**src/rtl/fb_mem_arbiter_pkg.sv**
```systemverilog
// rtl/fb_mem_arbiter_pkg.sv - shared encodings for the frame-buffer memory arbiter
package fb_mem_arbiter_pkg;

    typedef enum logic [1:0] {
        ST_IDLE   = 2'd0,
        ST_ACCESS = 2'd1,
        ST_ACK    = 2'd2
    } arb_state_e;

    localparam logic MEM_RD = 1'b1;
    localparam logic MEM_WR = 1'b0;

    localparam logic OWN_RD = 1'b0;
    localparam logic OWN_WR = 1'b1;

    function automatic logic own_to_rw(input logic own);
        return (own == OWN_WR) ? MEM_WR : MEM_RD;
    endfunction

endpackage

```
**src/rtl/fb_arb_pick.sv**
```systemverilog
// rtl/fb_arb_pick.sv - combinational 2-way grant with urgent override and writer anti-starvation
module fb_arb_pick
    import fb_mem_arbiter_pkg::*;
#(
    parameter int STARVE_MAX = 8,
    parameter int CNT_W      = $clog2(STARVE_MAX + 1)
) (
    input  logic             rd_req,
    input  logic             wr_req,
    input  logic             rd_urgent,
    input  logic             last_owner,
    input  logic [CNT_W-1:0] starve_cnt,
    output logic             grant_valid,
    output logic             grant,
    output logic [CNT_W-1:0] starve_cnt_next
);

    localparam logic [CNT_W-1:0] STARVE_LIM = CNT_W'(STARVE_MAX);

    always_comb begin
        grant_valid     = rd_req | wr_req;
        grant           = OWN_RD;
        starve_cnt_next = '0;

        if (rd_req && !wr_req) begin
            grant = OWN_RD;
        end else if (wr_req && !rd_req) begin
            grant = OWN_WR;
        end else if (starve_cnt >= STARVE_LIM) begin
            grant = OWN_WR;
        end else if (rd_urgent) begin
            grant = OWN_RD;
        end else begin
            grant = ~last_owner;
        end

        // Only read grants that bypass a waiting writer count toward starvation.
        if (wr_req && (grant == OWN_RD)) begin
            if (starve_cnt < STARVE_LIM) begin
                starve_cnt_next = starve_cnt + CNT_W'(1);
            end else begin
                starve_cnt_next = starve_cnt;
            end
        end
    end

endmodule

```
**src/rtl/fb_mem_arbiter.sv**
```systemverilog
// rtl/fb_mem_arbiter.sv - sequencer sharing the 256-bit frame-buffer port between display reads and frame writes
module fb_mem_arbiter
    import fb_mem_arbiter_pkg::*;
#(
    parameter int ADDR_W      = 28,
    parameter int DATA_W      = 256,
    parameter int STARVE_MAX  = 8,
    parameter int TIMEOUT_CYC = 1024
) (
    input  logic              clk,
    input  logic              rst,
    input  logic              rd_req,
    input  logic              rd_urgent,
    input  logic [ADDR_W-1:0] rd_addr,
    output logic              rd_ack,
    output logic [DATA_W-1:0] rd_data,
    input  logic              wr_req,
    input  logic [ADDR_W-1:0] wr_addr,
    input  logic [DATA_W-1:0] wr_data,
    output logic              wr_ack,
    output logic              mem_valid_data,
    output logic              mem_rw_data,
    output logic [ADDR_W-1:0] mem_data_addr,
    output logic [DATA_W-1:0] data_wr,
    input  logic [DATA_W-1:0] data_rd,
    input  logic              mem_ready_data,
    output logic              owner,
    output logic              busy,
    output logic              timeout_err
);

    localparam int SC_W = $clog2(STARVE_MAX + 1);
    localparam int TC_W = $clog2(TIMEOUT_CYC + 1);
    localparam logic [TC_W-1:0] TMO_LAST = TC_W'(TIMEOUT_CYC - 1);
    localparam logic [TC_W-1:0] TMO_SAT  = TC_W'(TIMEOUT_CYC);

    arb_state_e        state_q, state_d;
    logic              mem_valid_q, mem_valid_d;
    logic              mem_rw_q, mem_rw_d;
    logic [ADDR_W-1:0] mem_addr_q, mem_addr_d;
    logic [DATA_W-1:0] data_wr_q, data_wr_d;
    logic [DATA_W-1:0] rd_data_q, rd_data_d;
    logic              rd_ack_q, rd_ack_d;
    logic              wr_ack_q, wr_ack_d;
    logic              owner_q, owner_d;
    logic              last_owner_q, last_owner_d;
    logic [SC_W-1:0]   starve_cnt_q, starve_cnt_d;
    logic [TC_W-1:0]   tmo_cnt_q, tmo_cnt_d;
    logic              timeout_err_q, timeout_err_d;

    logic              pick_valid;
    logic              pick_grant;
    logic [SC_W-1:0]   pick_starve_next;

    fb_arb_pick #(
        .STARVE_MAX (STARVE_MAX),
        .CNT_W      (SC_W)
    ) u_pick (
        .rd_req          (rd_req),
        .wr_req          (wr_req),
        .rd_urgent       (rd_urgent),
        .last_owner      (last_owner_q),
        .starve_cnt      (starve_cnt_q),
        .grant_valid     (pick_valid),
        .grant           (pick_grant),
        .starve_cnt_next (pick_starve_next)
    );

    always_comb begin
        state_d       = state_q;
        mem_valid_d   = mem_valid_q;
        mem_rw_d      = mem_rw_q;
        mem_addr_d    = mem_addr_q;
        data_wr_d     = data_wr_q;
        rd_data_d     = rd_data_q;
        rd_ack_d      = 1'b0;
        wr_ack_d      = 1'b0;
        owner_d       = owner_q;
        last_owner_d  = last_owner_q;
        starve_cnt_d  = starve_cnt_q;
        tmo_cnt_d     = tmo_cnt_q;
        timeout_err_d = timeout_err_q;

        case (state_q)
            ST_IDLE: begin
                starve_cnt_d = pick_starve_next;
                if (pick_valid) begin
                    state_d     = ST_ACCESS;
                    mem_valid_d = 1'b1;
                    mem_rw_d    = own_to_rw(pick_grant);
                    owner_d     = pick_grant;
                    if (pick_grant == OWN_WR) begin
                        mem_addr_d = wr_addr;
                        data_wr_d  = wr_data;
                    end else begin
                        mem_addr_d = rd_addr;
                    end
                end
            end
            ST_ACCESS: begin
                // The timeout only flags; the access keeps waiting for the memory.
                if (tmo_cnt_q == TMO_LAST) begin
                    timeout_err_d = 1'b1;
                end
                if (tmo_cnt_q != TMO_SAT) begin
                    tmo_cnt_d = tmo_cnt_q + TC_W'(1);
                end
                if (mem_ready_data) begin
                    if (mem_rw_q == MEM_RD) begin
                        rd_data_d = data_rd;
                    end
                    mem_valid_d = 1'b0;
                    rd_ack_d    = (owner_q == OWN_RD);
                    wr_ack_d    = (owner_q == OWN_WR);
                    state_d     = ST_ACK;
                end
            end
            ST_ACK: begin
                last_owner_d = owner_q;
                tmo_cnt_d    = '0;
                state_d      = ST_IDLE;
            end
            default: begin
                state_d = ST_IDLE;
            end
        endcase
    end

    always_ff @(posedge clk or negedge rst) begin
        if (!rst) begin
            state_q       <= ST_IDLE;
            mem_valid_q   <= 1'b0;
            mem_rw_q      <= 1'b0;
            mem_addr_q    <= '0;
            data_wr_q     <= '0;
            rd_data_q     <= '0;
            rd_ack_q      <= 1'b0;
            wr_ack_q      <= 1'b0;
            owner_q       <= 1'b0;
            last_owner_q  <= OWN_WR;
            starve_cnt_q  <= '0;
            tmo_cnt_q     <= '0;
            timeout_err_q <= 1'b0;
        end else begin
            state_q       <= state_d;
            mem_valid_q   <= mem_valid_d;
            mem_rw_q      <= mem_rw_d;
            mem_addr_q    <= mem_addr_d;
            data_wr_q     <= data_wr_d;
            rd_data_q     <= rd_data_d;
            rd_ack_q      <= rd_ack_d;
            wr_ack_q      <= wr_ack_d;
            owner_q       <= owner_d;
            last_owner_q  <= last_owner_d;
            starve_cnt_q  <= starve_cnt_d;
            tmo_cnt_q     <= tmo_cnt_d;
            timeout_err_q <= timeout_err_d;
        end
    end

    assign rd_ack         = rd_ack_q;
    assign wr_ack         = wr_ack_q;
    assign rd_data        = rd_data_q;
    assign mem_valid_data = mem_valid_q;
    assign mem_rw_data    = mem_rw_q;
    assign mem_data_addr  = mem_addr_q;
    assign data_wr        = data_wr_q;
    assign owner          = owner_q;
    assign busy           = (state_q != ST_IDLE);
    assign timeout_err    = timeout_err_q;

endmodule

```
**config.mk**
```make
export PLATFORM = sky130hd
export DESIGN_NAME = fb_mem_arbiter
export DESIGN_NICKNAME = d
export VERILOG_FILES = /design/src/rtl/fb_mem_arbiter_pkg.sv /design/src/rtl/fb_arb_pick.sv /design/src/rtl/fb_mem_arbiter.sv
export SDC_FILE = /design/constraint.sdc
export NUM_CORES = 1
export LEC_CHECK = 0
export ABC_AREA = 1
export CAP_MARGIN = 20
export CORE_AREA = 2 2 435 437
export CTS_CLUSTER_DIAMETER = 120
export DETAILED_ROUTE_END_ITERATION = 7
export DIE_AREA = 0 0 437 439
export HOLD_SLACK_MARGIN = 0.12
export PLACE_DENSITY = 0.38
export SYNTH_ARGS = -nofsm -noshare
export SYNTH_HDL_FRONTEND = slang
export SYNTH_SLANG_ARGS = --single-unit
```
**constraint.sdc**
```tcl
create_clock -name clk -period 4.24 [get_ports clk]
set_clock_uncertainty 0.05 [all_clocks]
set_input_delay 0.848 -clock clk [delete_from_list [all_inputs] [get_ports clk]]
set_output_delay 0.848 -clock clk [all_outputs]
set_load 0.1 [all_outputs]
```
==> metrics.yaml <==
drive_gt1_share_pct: 5.898
timing.fmax_mhz: 293.7
finalHoldViolations: 0
mostFrequentLayoutCell: "nand2_1"
synth_nets: 3108
yosysWarnings: 0
grt_use_met3_pct: 4.036
die_y_um: 439
rsz0062_at_grt: "false"
met1_usage_pct: 13.09
via_per_inst: 3.451
hpwl_mm: 94.27
clock_path_buffers: 3
grt_pass1_vias: 22600
synth_flop_cell: "dfrtp_1"
grt_use_total_pct: 12.65
run_status: "complete, no violations"
fillers: 20680
critPathKind: "register to primary output"
critPathRequiredTime_ns: 3.34
crit_buf_inv: 1
finalCritPeriodShare_pct: 80.32
regArea_um2: 14120
initial_core_util_pct: 11.91
synth_cells: 2530
clkLatencyLatePin_ns: 0.68
yosysUniqueCellTypes: 25
cts_resized: 0
relSlewSlack_pct: 21.14
r2r_start: "state_q[0]"
slew_violations: 0
cts_made_buffers: 76
portBuffers: 1120
ant_nets: 0
grt_max_degree: 146
setup_tns_ns: 0
die_area_um2: 191800
hold_class: "input port to asynchronous set/reset pin"
r2r_end: "data_wr[96]"
synth_edf_count: 0
cts-root-buf: "clkbuf_16"
cp_max_fo: 2
critPathLaunchType: "register"
drt_iter0_drc: 1030
clk_pin_slew_ns: 0.06
rrSetupSlack_ns: 1.85
clock_sinks: 564
area_delta_synth_final_pct: 75.07
finalSetupViolCount: 0
ios: 1121
grt_pass1_wl_mm: 175.3
seq_area_frac_synth_pct: 63.38
wl_per_cell_um: 20.20
top_usage_layer: "met2"
dr.pass1.iters: 4
fin_nets: 4205
r2r_cells: 9
post-route-drc-count: 0
grt_use_met2_pct: 23.66
worstPathCellList: "clkdlybuf4s50_1"
dieWidth_um: 437
multi_input_area_um2: 7320
path_delay_family: "buffers and inverters"
syn-cell-area_um2: 22270
gr-total-overflow: 0
gp_congestion: 0.8315
critPathCaptureType: "primary output"
fin_crit_ns: 3.405
cpMaxStageDelayCell: "clkdlybuf4s50_1"
coreArea_um2: 187000
synth_area_per_cell_um2: 8.802
rows: 159
maxCapViolCount: 0
cts_hold_buf: 0
worst_pin_slew_ns: 1.183
worstPathArrival_ns: 2.51
slowest_delay_ns: 1.28
async_flop_share_pct: 100.0
cts_tree: "yes"
final_cell_mix: "nand2_1, clkdlybuf4s50_1, dfrtp_1"
vias: 21340
antenna_found_initial: 27
routed_wl_mm: 124.9
htree_levels: 3
synth_seq_cells: 564
post_cts_buffers: 0
-- layout make-up --
| cell class | count | area share (%) |
|---|---|---|
| well taps | 2495 | 8.007 |
| multi-input cells | 1777 | 18.77 |
| clock inverters | 24 | 0.6290 |
| flip-flops and latches | 564 | 36.21 |
| clock buffers | 106 | 5.555 |
| repair buffers | 1183 | 30.51 |
| inverters | 25 | 0.2600 |
| diodes | 8 | 0.05135 |
-- flip-flops by register name, summed over array words and instances (netlist names), 2 cells and up --
name and count:
mem_data_addr 28, state_q 2, tmo_cnt_q 11, starve_cnt_q 4, rd_data 256, data_wr 256
-- how the worst max path moves through the flow --
stage	endpoint	depth (start not counted)	startpoint
after global placement	data_wr[195]	9	wr_req
final	data_wr[3]	1	data_wr[3]
after detailed placement	data_wr[96]	9	wr_req
after CTS	data_wr[3]	1	data_wr[3]
after global routing	data_wr[3]	1	data_wr[3]
after floorplan	rd_data[246]	5	mem_rw_data
-- cells by family after synthesis --
logic type / after synthesis / share of synthesized area, %
AOI/OAI and AO/OA: 10 / 0.2585
adders and majority gates: 4 / 0.2248
xor gates and xnor gates: 6 / 0.2360
and+or+nand+nor: 1757 / 32.00
DFF: 564 / 63.38
buffers and inverters: 189 / 3.894
-- Yosys cell counts (2+ instances only) --
| cell type | instances | share of area (%) |
|---|---|---|
| o21ai_0 | 6 | 0.13 |
| nand4_1 | 35 | 0.98 |
| nand3_1 | 337 | 7.6 |
| xor2_1 | 5 | 0.20 |
| nor2_2 | 2 | 0.056 |
| inv_2 | 2 | 0.034 |
| nand2_1 | 1357 | 23 |
| inv_1 | 23 | 0.39 |
| dfrtp_1 | 563 | 63 |
| nor2_1 | 22 | 0.37 |
| buf_2 | 81 | 1.8 |
| ha_1 | 4 | 0.22 |
| clkbuf_1 | 66 | 1.1 |
| buf_4 | 15 | 0.51 |
| buf_1 | 2 | 0.034 |
-- through the flow --
| step | instance area (um2) | cells | hold WS, ns | utilization (%) | worst slack [ns] |
|---|---|---|---|---|---|
| after floorplan | 22270 | 2530 | 0.4198 | - | 2.231 |
| after global routing | 38980 | 6180 | 0.1415 | 20.85 | 0.7317 |
| final | 38990 | 6182 | 0.1360 | 20.85 | 0.8346 |
| after detailed placement | 36560 | 6044 | 0.4073 | 19.55 | 1.008 |
| after global placement | 36540 | 6043 | 0.3976 | 19.54 | 1.042 |
| after CTS | 38970 | 6174 | 0.1352 | 20.84 | 0.6472 |
-- layer usage --
| metal | vias up | routed length (um) |
|---|---|---|
| li1 | 10170 | - |
| met5 | - | 74 |
| met3 | 174 | 9032 |
| met2 | 735 | 67470 |
| met4 | 12 | 3662 |
| met1 | 10250 | 44670 |
Power is not shown: default switching activity piles up to over one toggle a cycle in this logic, so the estimate is an artifact.
